## config.mk

```make
export PLATFORM = sky130hd
export DESIGN_NAME = password_sender
export DESIGN_NICKNAME = d
export VERILOG_FILES = /design/src/rtl/password_pkg.sv /design/src/rtl/digit_onehot.sv /design/src/rtl/password_sender.sv
export SDC_FILE = /design/constraint.sdc
export NUM_CORES = 1
export LEC_CHECK = 0
export CAP_MARGIN = 20
export CORE_MARGIN = 3
export CORE_UTILIZATION = 40
export DETAILED_ROUTE_END_ITERATION = 8
export DONT_BUFFER_PORTS = 1
export GPL_TIMING_DRIVEN = 1
export PLACE_DENSITY_LB_ADDON = 0.15
export SYNTH_ARGS = -nofsm -noshare
export SYNTH_HDL_FRONTEND = slang
export SYNTH_SLANG_ARGS = --single-unit
```

## constraint.sdc

```tcl
create_clock -name clk -period 5.1 [get_ports clk]
set_input_delay 0.51 -clock clk [delete_from_list [all_inputs] [get_ports clk]]
set_output_delay 0.51 -clock clk [all_outputs]
set_load 0.05 [all_outputs]
```

## src/rtl/password_pkg.sv

```systemverilog
// Shared definitions for the password sender and its verifier.
package password_pkg;

  localparam int unsigned DIGIT_W    = 10;
  localparam int unsigned BCD_W      = 4;
  localparam int unsigned NUM_DIGITS = 4;
  localparam int unsigned CODE_W     = BCD_W * NUM_DIGITS;
  localparam int unsigned STATUS_W   = 4;
  localparam int unsigned ATTEMPT_W  = 2;
  localparam int unsigned PHASE_W    = 4;

  localparam logic [STATUS_W-1:0] STATUS_DONE  = 4'd4;
  localparam logic [STATUS_W-1:0] STATUS_ERROR = 4'd5;

  typedef enum logic [2:0] {
    IDLE      = 3'd0,
    CHECK     = 3'd1,
    DRIVE     = 3'd2,
    GAP       = 3'd3,
    WAIT_RESP = 3'd4,
    REPORT    = 3'd5
  } state_t;

  // True when every BCD digit of the code is in 0..9.
  function automatic logic code_valid(input logic [CODE_W-1:0] code);
    logic ok;
    ok = 1'b1;
    for (int i = 0; i < int'(NUM_DIGITS); i++) begin
      if (code[i*int'(BCD_W) +: BCD_W] > 4'd9) ok = 1'b0;
    end
    return ok;
  endfunction

endpackage

```

## src/rtl/digit_onehot.sv

```systemverilog
// BCD digit to one-hot digit-line decoder; out-of-range digits give all zero.
module digit_onehot
  import password_pkg::*;
(
  input  logic [BCD_W-1:0]   bcd,
  output logic [DIGIT_W-1:0] onehot
);

  // Decode one digit; values above 9 light no line.
  always_comb begin
    onehot = '0;
    if (bcd <= 4'd9) onehot = DIGIT_W'(1) << bcd;
  end

endmodule

```

## src/rtl/password_sender.sv

```systemverilog
// Sends a four-digit BCD code to a verifier as one-hot digit pulses,
// waits for its verdict and retries on error or timeout.
module password_sender
  import password_pkg::*;
#(
  parameter int unsigned HOLD_CYCLES  = 2,
  parameter int unsigned GAP_CYCLES   = 1,
  parameter int unsigned RESP_TIMEOUT = 8,
  parameter int unsigned MAX_ATTEMPTS = 3
) (
  input  logic                 clk,
  input  logic                 rst,
  input  logic                 start,
  input  logic [CODE_W-1:0]    code_in,
  input  logic [STATUS_W-1:0]  status_in,
  output logic [DIGIT_W-1:0]   Sw,
  output logic                 busy,
  output logic                 pass,
  output logic                 fail,
  output logic                 bad_code,
  output logic [ATTEMPT_W-1:0] attempts
);

  localparam int unsigned WAIT_W = (RESP_TIMEOUT > 2) ? $clog2(RESP_TIMEOUT) : 1;

  state_t                state, state_nxt;
  logic [CODE_W-1:0]     code_q, code_nxt;
  logic [1:0]            idx, idx_nxt;
  logic [PHASE_W-1:0]    cnt, cnt_nxt;
  logic [WAIT_W-1:0]     wait_cnt, wait_nxt;
  logic                  busy_nxt, pass_nxt, fail_nxt, bad_nxt;
  logic [ATTEMPT_W-1:0]  att_nxt;
  logic [DIGIT_W-1:0]    sw_nxt;

  logic [1:0]            sel_idx;
  logic [BCD_W-1:0]      sel_digit;
  logic [DIGIT_W-1:0]    sel_onehot;

  // Digit that will be on Sw next cycle if the FSM is then in DRIVE.
  always_comb begin
    sel_idx = 2'd0;
    case (state)
      DRIVE:   sel_idx = idx;
      GAP:     sel_idx = idx + 2'd1;
      default: sel_idx = 2'd0;
    endcase
  end

  // Pick the nibble, most significant digit first.
  always_comb begin
    sel_digit = '0;
    case (sel_idx)
      2'd0: sel_digit = code_q[15:12];
      2'd1: sel_digit = code_q[11:8];
      2'd2: sel_digit = code_q[7:4];
      2'd3: sel_digit = code_q[3:0];
      default: sel_digit = '0;
    endcase
  end

  digit_onehot u_digit_onehot (
    .bcd    (sel_digit),
    .onehot (sel_onehot)
  );

  // Next-state and next-output logic.
  always_comb begin
    state_nxt = state;
    code_nxt  = code_q;
    idx_nxt   = idx;
    cnt_nxt   = cnt;
    wait_nxt  = wait_cnt;
    busy_nxt  = busy;
    pass_nxt  = pass;
    fail_nxt  = fail;
    bad_nxt   = bad_code;
    att_nxt   = attempts;
    sw_nxt    = '0;

    case (state)
      IDLE: begin
        if (start) begin
          code_nxt  = code_in;
          pass_nxt  = 1'b0;
          fail_nxt  = 1'b0;
          bad_nxt   = 1'b0;
          att_nxt   = '0;
          busy_nxt  = 1'b1;
          state_nxt = CHECK;
        end
      end

      CHECK: begin
        if (!code_valid(code_q)) begin
          fail_nxt  = 1'b1;
          bad_nxt   = 1'b1;
          state_nxt = REPORT;
        end else begin
          att_nxt   = attempts + ATTEMPT_W'(1);
          idx_nxt   = 2'd0;
          cnt_nxt   = '0;
          state_nxt = DRIVE;
        end
      end

      DRIVE: begin
        if (cnt == PHASE_W'(HOLD_CYCLES - 1)) begin
          cnt_nxt   = '0;
          state_nxt = GAP;
        end else begin
          cnt_nxt = cnt + PHASE_W'(1);
        end
      end

      GAP: begin
        if (cnt == PHASE_W'(GAP_CYCLES - 1)) begin
          cnt_nxt = '0;
          if (idx == 2'd3) begin
            wait_nxt  = '0;
            state_nxt = WAIT_RESP;
          end else begin
            idx_nxt   = idx + 2'd1;
            state_nxt = DRIVE;
          end
        end else begin
          cnt_nxt = cnt + PHASE_W'(1);
        end
      end

      WAIT_RESP: begin
        if (status_in == STATUS_DONE) begin
          pass_nxt  = 1'b1;
          state_nxt = REPORT;
        end else if ((status_in == STATUS_ERROR) ||
                     (wait_cnt == WAIT_W'(RESP_TIMEOUT - 1))) begin
          if (attempts < ATTEMPT_W'(MAX_ATTEMPTS)) begin
            state_nxt = CHECK;
          end else begin
            fail_nxt  = 1'b1;
            state_nxt = REPORT;
          end
        end else begin
          wait_nxt = wait_cnt + WAIT_W'(1);
        end
      end

      REPORT: begin
        busy_nxt  = 1'b0;
        state_nxt = IDLE;
      end

      default: state_nxt = IDLE;
    endcase

    if (state_nxt == DRIVE) sw_nxt = sel_onehot;
  end

  // State and output registers with synchronous reset.
  always_ff @(posedge clk) begin
    if (rst) begin
      state    <= IDLE;
      code_q   <= '0;
      idx      <= '0;
      cnt      <= '0;
      wait_cnt <= '0;
      busy     <= 1'b0;
      pass     <= 1'b0;
      fail     <= 1'b0;
      bad_code <= 1'b0;
      attempts <= '0;
      Sw       <= '0;
    end else begin
      state    <= state_nxt;
      code_q   <= code_nxt;
      idx      <= idx_nxt;
      cnt      <= cnt_nxt;
      wait_cnt <= wait_nxt;
      busy     <= busy_nxt;
      pass     <= pass_nxt;
      fail     <= fail_nxt;
      bad_code <= bad_nxt;
      attempts <= att_nxt;
      Sw       <= sw_nxt;
    end
  end

endmodule

```

==> impl_metrics.json, run 1 <==
{
  "grt_pass1_wl_um": 7728,
  "drt_first_pass_iters": 4,
  "peakVddDrop_mv": 0.1568,
  "slowest_stage": "nand3b_1",
  "tns_ps": 0,
  "synth_top_family_by_area": "simple AND/OR/NAND/NOR gates",
  "route.vias.total": 1617,
  "insertion_delay_ps": 300,
  "multiInputGateArea_mm2": 0.001167,
  "viasPerCell": 5.233,
  "design.die.area_mm2": 0.006147,
  "setup-violations-final": 0,
  "ctsRootBufferMaster": "clkbuf_8",
  "layout_commonest_cell": "dfxtp_1",
  "synthCells": 242,
  "status": "finished clean",
  "cp-end-kind": "flop",
  "grt_setup_unrepaired": "false",
  "gp_congestion": 0.7459,
  "required_ps": 5340,
  "drtIter0Drc": 73,
  "drc_errors": 0,
  "ant_nets": 0,
  "grt_antenna_before_repair": 0,
  "cts_tree": "done",
  "p_int_uw": 521.7,
  "nFillCells": 533,
  "worstRegToRegCells": 6,
  "synth_area_per_cell_um2": 8.665,
  "slew_viol_final": 0,
  "syn-cell-area_mm2": 0.002097,
  "finalCritPeriodShare": 0.4663,
  "regArea_um2": 880.8,
  "crit_path_start": "state[0]$_SDFF_PP0_",
  "skew_ps": 8.948,
  "clk_pin_slew_ps": 90,
  "holdBufCountCts": 0,
  "syn-num-nets": 272,
  "path_max_fanout": 20,
  "pin_count": 39,
  "power_leakage_uw": 0.0008557,
  "cts_sinks": 44,
  "max_slew_margin": 0.4518,
  "port_buffers": 0,
  "numCtsBuffers": 5,
  "dpl_cell_area_mm2": 0.002151,
  "overflow": 0,
  "power_frac_clock": 0.314,
  "synth-xor-area-share": 0.004177,
  "groute.usage.overall": 0.1587,
  "seq_area_frac_synth": 0.4200,
  "synth_compound_area_frac": 0.1307,
  "dp_hpwl_um": 3254,
  "grt_max_degree": 34,
  "max_freq_mhz": 420.5,
  "cp_cell_sequence": "nor2_1 > nand3b_1 > o211ai_1 > nor3b_2 > nand3_1 > nor2_1",
  "arrival_ps": 2620,
  "wl_per_cell_um": 14.47,
  "final_util": 0.4605,
  "cpMostUsedCell": "nor2_1",
  "dieWidth_um": 78.41,
  "yosysWarnings": 0,
  "yosysUniqueCellTypes": 42,
  "initial_core_util": 0.4297,
  "switching_share": 0.3134,
  "pwr-share-comb": 0.158,
  "cts_resized": 0,
  "most-common-layout-cells": "dfxtp_1, nand2_1, nor2_1, a21oi_1, mux2i_1",
  "synth_mux_area_frac": 0.1140,
  "die_y_um": 78.41,
  "power_switching_uw": 238.2,
  "ys_seq_elements": 44,
  "min_path_type": "input port to flop",
  "path_class": "flop to flop",
  "core_mm2": 0.004880,
  "grt_pass1_vias": 1610,
  "antennaDiodeCount": 0,
  "postCtsSetupBuffers": 0,
  "ctsLongestPathBuffers": 2,
  "finalNetCount": 271,
  "layout-drive-gt1-share": 0.1116,
  "area_growth_pct": 7.160,
  "maxCapViolations": 0,
  "p_total_uw": 759.9,
  "worstMarginPinSlew_ps": 819.9,
  "min_period_ps": 2378,
  "timing.rr.start": "state[0]$_SDFF_PP0_",
  "slowest_delay_ps": 620,
  "synth-simple-area-share": 0.2661,
  "powerDensity_mw_per_mm2": 338.2,
  "setup.worst_path.start_class": "flop",
  "rrSetupSlack_ps": 2720,
  "pwr-share-seq": 0.528,
  "htree_levels": 2,
  "fp-row-count": 25,
  "finalHoldViolations": 0,
  "wirelength_um": 4472,
  "timing.rr.end": "Sw[0]$_SDFF_PP0_",
  "fin_area_mm2": 0.002247,
  "endpoint": "Sw[0]$_SDFF_PP0_",
  "yosys.area_share.adder": 0.04177
}
routing by layer:
metal,track usage,part of all wire,vias up
li1,-,-,840
met1,0.2143,0.49,743
met2,0.2491,0.46,28
met3,0.04128,0.041,6
met4,0.04720,0.012,0
met5,0,0,-
synthesized netlist by cell type, drive strengths merged:
library cell	number	area (um^2)
dfxtp	44	880.8
nand2	38	142.6
nor2	36	145.1
a21oi	25	125.1
mux2i	19	190.2
o21ai	8	40.04
ha	7	87.58
nand3	7	35.03
clkbuf	5	18.77
nor3b	5	47.54
buf	4	18.76
mux2	4	48.79
nand3b	4	42.54
nor2b	4	25.02
and3	3	18.77
inv	3	11.26
nor3	3	26.28
o211ai	3	22.52
or3b	3	26.28
a41oi	2	25.03
nand4	2	12.51
o31ai	2	20.02
or2	2	12.51
a21o	1	7.510
a31oi	1	6.260
a32o	1	10.01
and2	1	6.260
nand4bb	1	11.26
o2bb2ai	1	8.760
o31a	1	8.760
or3	1	6.260
xor2	1	8.760
critical path, delay by kind of cell (launching register included):
family             cells  cell delay (ps)
AOI/OAI and AO/OA      1              250
and+or+nand+nor        5             1480
DFF                    1              580
kinds of logic (layout without fill, tap and decap cells):
| logic type | count (synthesis) | after routing |
|---|---|---|
| DFF | 44 | 44 |
| muxes | 23 | 23 |
| xor gates and xnor gates | 1 | 1 |
| AOI/OAI and AO/OA | 45 | 45 |
| and+or+nand+nor | 110 | 110 |
| adders and majority gates | 7 | 7 |
| buffers and inverters | 12 | 12 |
power by group through the flow:
stage                     registers, uW  clock network, uW  logic (uW)
after global routing                405                257         138
after floorplan                     401                  0         105
final                               401                239         120
after global placement              410                  0         120
after detailed placement            410                  0         121
after CTS                           402                243         121
sequential cells by signal (all words and copies together), names as in the netlist:
name / flops
state: 3
Sw: 10
pass: 1
cnt: 4
bad_code: 1
wait_cnt: 3
idx: 2
attempts: 2
fail: 1
busy: 1
code_q: 16
area by class of cell:
cell class	count	share of cell area
multi-input cells	186	0.5195
flip-flops and latches	44	0.3920
well taps	67	0.03731
clock buffers	6	0.03675
clock inverters	2	0.006125
inverters	3	0.005011
repair buffers	1	0.003341
how the worst min path moves through the flow:
stage                                       from                      end  slack, ps  depth (start not counted)
after floorplan           code_q[0]$_SDFFE_PP0P_   code_q[0]$_SDFFE_PP0P_        440                          2
after global placement    code_q[0]$_SDFFE_PP0P_   code_q[0]$_SDFFE_PP0P_        440                          2
after detailed placement  code_q[0]$_SDFFE_PP0P_   code_q[0]$_SDFFE_PP0P_        440                          2
after CTS                                    rst   code_q[4]$_SDFFE_PP0P_        260                          1
after global routing                         rst  code_q[13]$_SDFFE_PP0P_        250                          1
final                                        rst  code_q[13]$_SDFFE_PP0P_        270                          1
stage by stage:
step | worst slack [ps] | instances | hold slack (ps)
2_1_floorplan | 3266 | 242 | 435.7
3_3_place_gp | 2776 | 301 | 439.9
3_5_place_dp | 2725 | 301 | 442.9
4_1_cts | 2722 | 309 | 260.1
5_1_grt | 2468 | 309 | 248.0
6_report | 2722 | 309 | 266.4
Note: power is estimated with default switching activity, not from simulation.
==> run 2: changes to the inputs <==
clock period = 2.3 ns   (was 5.1 ns; I/O delays follow)
==> run 2 against run 1 <==
Global-route usage shrank 0.14 points. Critical endpoint is now Sw[2]$_SDFF_PP0_. Maximum frequency rose by 11%. Core utilization grew 1.7 points. Sequential cell count did not move. Design area grew 3.7%. Critical path depth is the same. Largest power group unchanged. Non-clock buffer count grew 7. First-iteration DRC count up 5.5%. Worst hold slack worse by 220 ps. Wire length increased by 4.5%. Register-to-register slack got worse by 2600 ps.
==> impl_metrics.json, run 2 (synthesis gave the netlist of run 1 again) <==
{
  "cp-end-kind": "flop",
  "max_freq_mhz": 465.6,
  "power_switching_uw": 547.3,
  "arrival_ps": 2360,
  "final_util": 0.4777,
  "gp_congestion": 0.8660,
  "top_regs": "code_q (16), Sw (10), cnt (4)",
  "ctsRootBufferMaster": "clkbuf_8",
  "grt_max_degree": 32,
  "groute.usage.overall": 0.1572,
  "dp_hpwl_um": 3346,
  "cts_tree": "done",
  "path_class": "flop to flop",
  "peakVddDrop_mv": 0.4226,
  "htree_levels": 2,
  "pwr-share-seq": 0.489,
  "drtIter0Drc": 77,
  "max_slew_margin": 0.5691,
  "grt_pass1_vias": 1582,
  "fp-row-count": 25,
  "area_growth_pct": 11.16,
  "rrSetupSlack_ps": 150,
  "skew_ps": 8.649,
  "grt_antenna_before_repair": 0,
  "postCtsSetupBuffers": 0,
  "path_max_fanout": 13,
  "dieWidth_um": 78.41,
  "switching_share": 0.3043,
  "tns_ps": 0,
  "cts_sinks": 44,
  "viasPerCell": 5.304,
  "wirelength_um": 4673,
  "nFillCells": 508,
  "pin_count": 39,
  "clk_pin_slew_ps": 90,
  "min_path_type": "input port to flop",
  "powerDensity_mw_per_mm2": 771.5,
  "power_frac_clock": 0.341,
  "setup-violations-final": 0,
  "min_period_ps": 2148,
  "grt_setup_unrepaired": "false",
  "core_mm2": 0.004880,
  "required_ps": 2510,
  "ctsLongestPathBuffers": 2,
  "layout-drive-gt1-share": 0.1365,
  "largest_reg_flops": 16,
  "worstMarginPinSlew_ps": 640.8,
  "slew_viol_final": 0,
  "wl_per_cell_um": 14.79,
  "design.die.area_mm2": 0.006147,
  "pwr-share-comb": 0.170,
  "grt_pass1_wl_um": 7590,
  "power_leakage_uw": 0.0009000,
  "drc_errors": 0,
  "maxCapViolations": 0,
  "p_int_uw": 1251,
  "most-common-layout-cells": "dfxtp_1, nand2_1, nor2_1, a21oi_1, mux2i_1",
  "setup.worst_path.start_class": "flop",
  "overflow": 0,
  "status": "finished clean",
  "finalCritPeriodShare": 0.9339,
  "antennaDiodeCount": 0,
  "layout_commonest_cell": "dfxtp_1",
  "insertion_delay_ps": 310,
  "port_buffers": 0,
  "initial_core_util": 0.4297,
  "numCtsBuffers": 5,
  "finalNetCount": 278,
  "ant_nets": 0,
  "regMostFlops": "code_q",
  "finalHoldViolations": 0,
  "drt_first_pass_iters": 4,
  "route.vias.total": 1676,
  "cts_resized": 0,
  "die_y_um": 78.41
}
[run 2: cell count changes in the layout (fill, tap and decap cells not counted)]
cell / before / now
bufinv_16: 0 / 1
clkinvlp_4: 0 / 1
buf_4: 1 / 7
buf_12: 0 / 1
clkinv_2: 1 / 0
clkbuf_8: 6 / 5
[run 2: per-stage QoR]
step	power, uW	instances	setup slack [ps]	cell area, um^2	hold slack [ps]
6_report	1798	316	152.1	2331	47.16
5_1_grt	1889	316	30.84	2331	43.52
4_1_cts	1811	316	169.3	2331	41.80
3_5_place_dp	1189	307	182.2	2196	304.7
3_3_place_gp	1188	307	234.2	2196	302.1
2_1_floorplan	1122	242	516.7	2097	366.0
[run 2: critical path: stages (launching register included)]
cell and delay (ps):
dfxtp_1 630, or3b_1 460, a41oi_2 300, nor2_1 130, a32o_1 330, nand3_1 150
nor2_1 60
[run 2: layer usage]
| layer | part of all wire | track usage |
|---|---|---|
| met3 | 0.060 | 0.05275 |
| met2 | 0.44 | 0.2337 |
| met5 | 0 | 0 |
| met4 | 0.019 | 0.06294 |
| met1 | 0.48 | 0.2091 |
[run 2: repair_timing]
item | CTS | global route
setup endpoints to repair | 0 | 0
hold buffers | 1 | 0
endpoints found under the hold margin | 31 | 0
[run 2: final cells by class]
class | instances | area (um^2) | area share
well taps | 67 | 83.83 | 0.03596
repair buffers | 8 | 72.57 | 0.03113
inverters | 3 | 11.26 | 0.004831
multi-input cells | 186 | 1167 | 0.5008
clock inverters | 3 | 46.29 | 0.01986
clock buffers | 5 | 68.82 | 0.02952
flip-flops and latches | 44 | 880.8 | 0.3779
[run 2: final timing paths]
kind	startpoint	end	cells past startpoint
worst max register to register	state[0]$_SDFF_PP0_	Sw[2]$_SDFF_PP0_	6
worst min register to register	code_q[12]$_SDFFE_PP0P_	code_q[12]$_SDFFE_PP0P_	2
worst max-delay path	state[0]$_SDFF_PP0_	Sw[2]$_SDFF_PP0_	6
worst min-delay path	code_in[4]	code_q[4]$_SDFFE_PP0P_	2
[run 2: power groups by stage]
stage	logic (uW)	clock network (uW)	registers [uW]
after floorplan	233	0	889
after global placement	291	0	897
after detailed placement	293	0	897
after CTS	307	625	879
after global routing	343	660	885
final	305	614	879
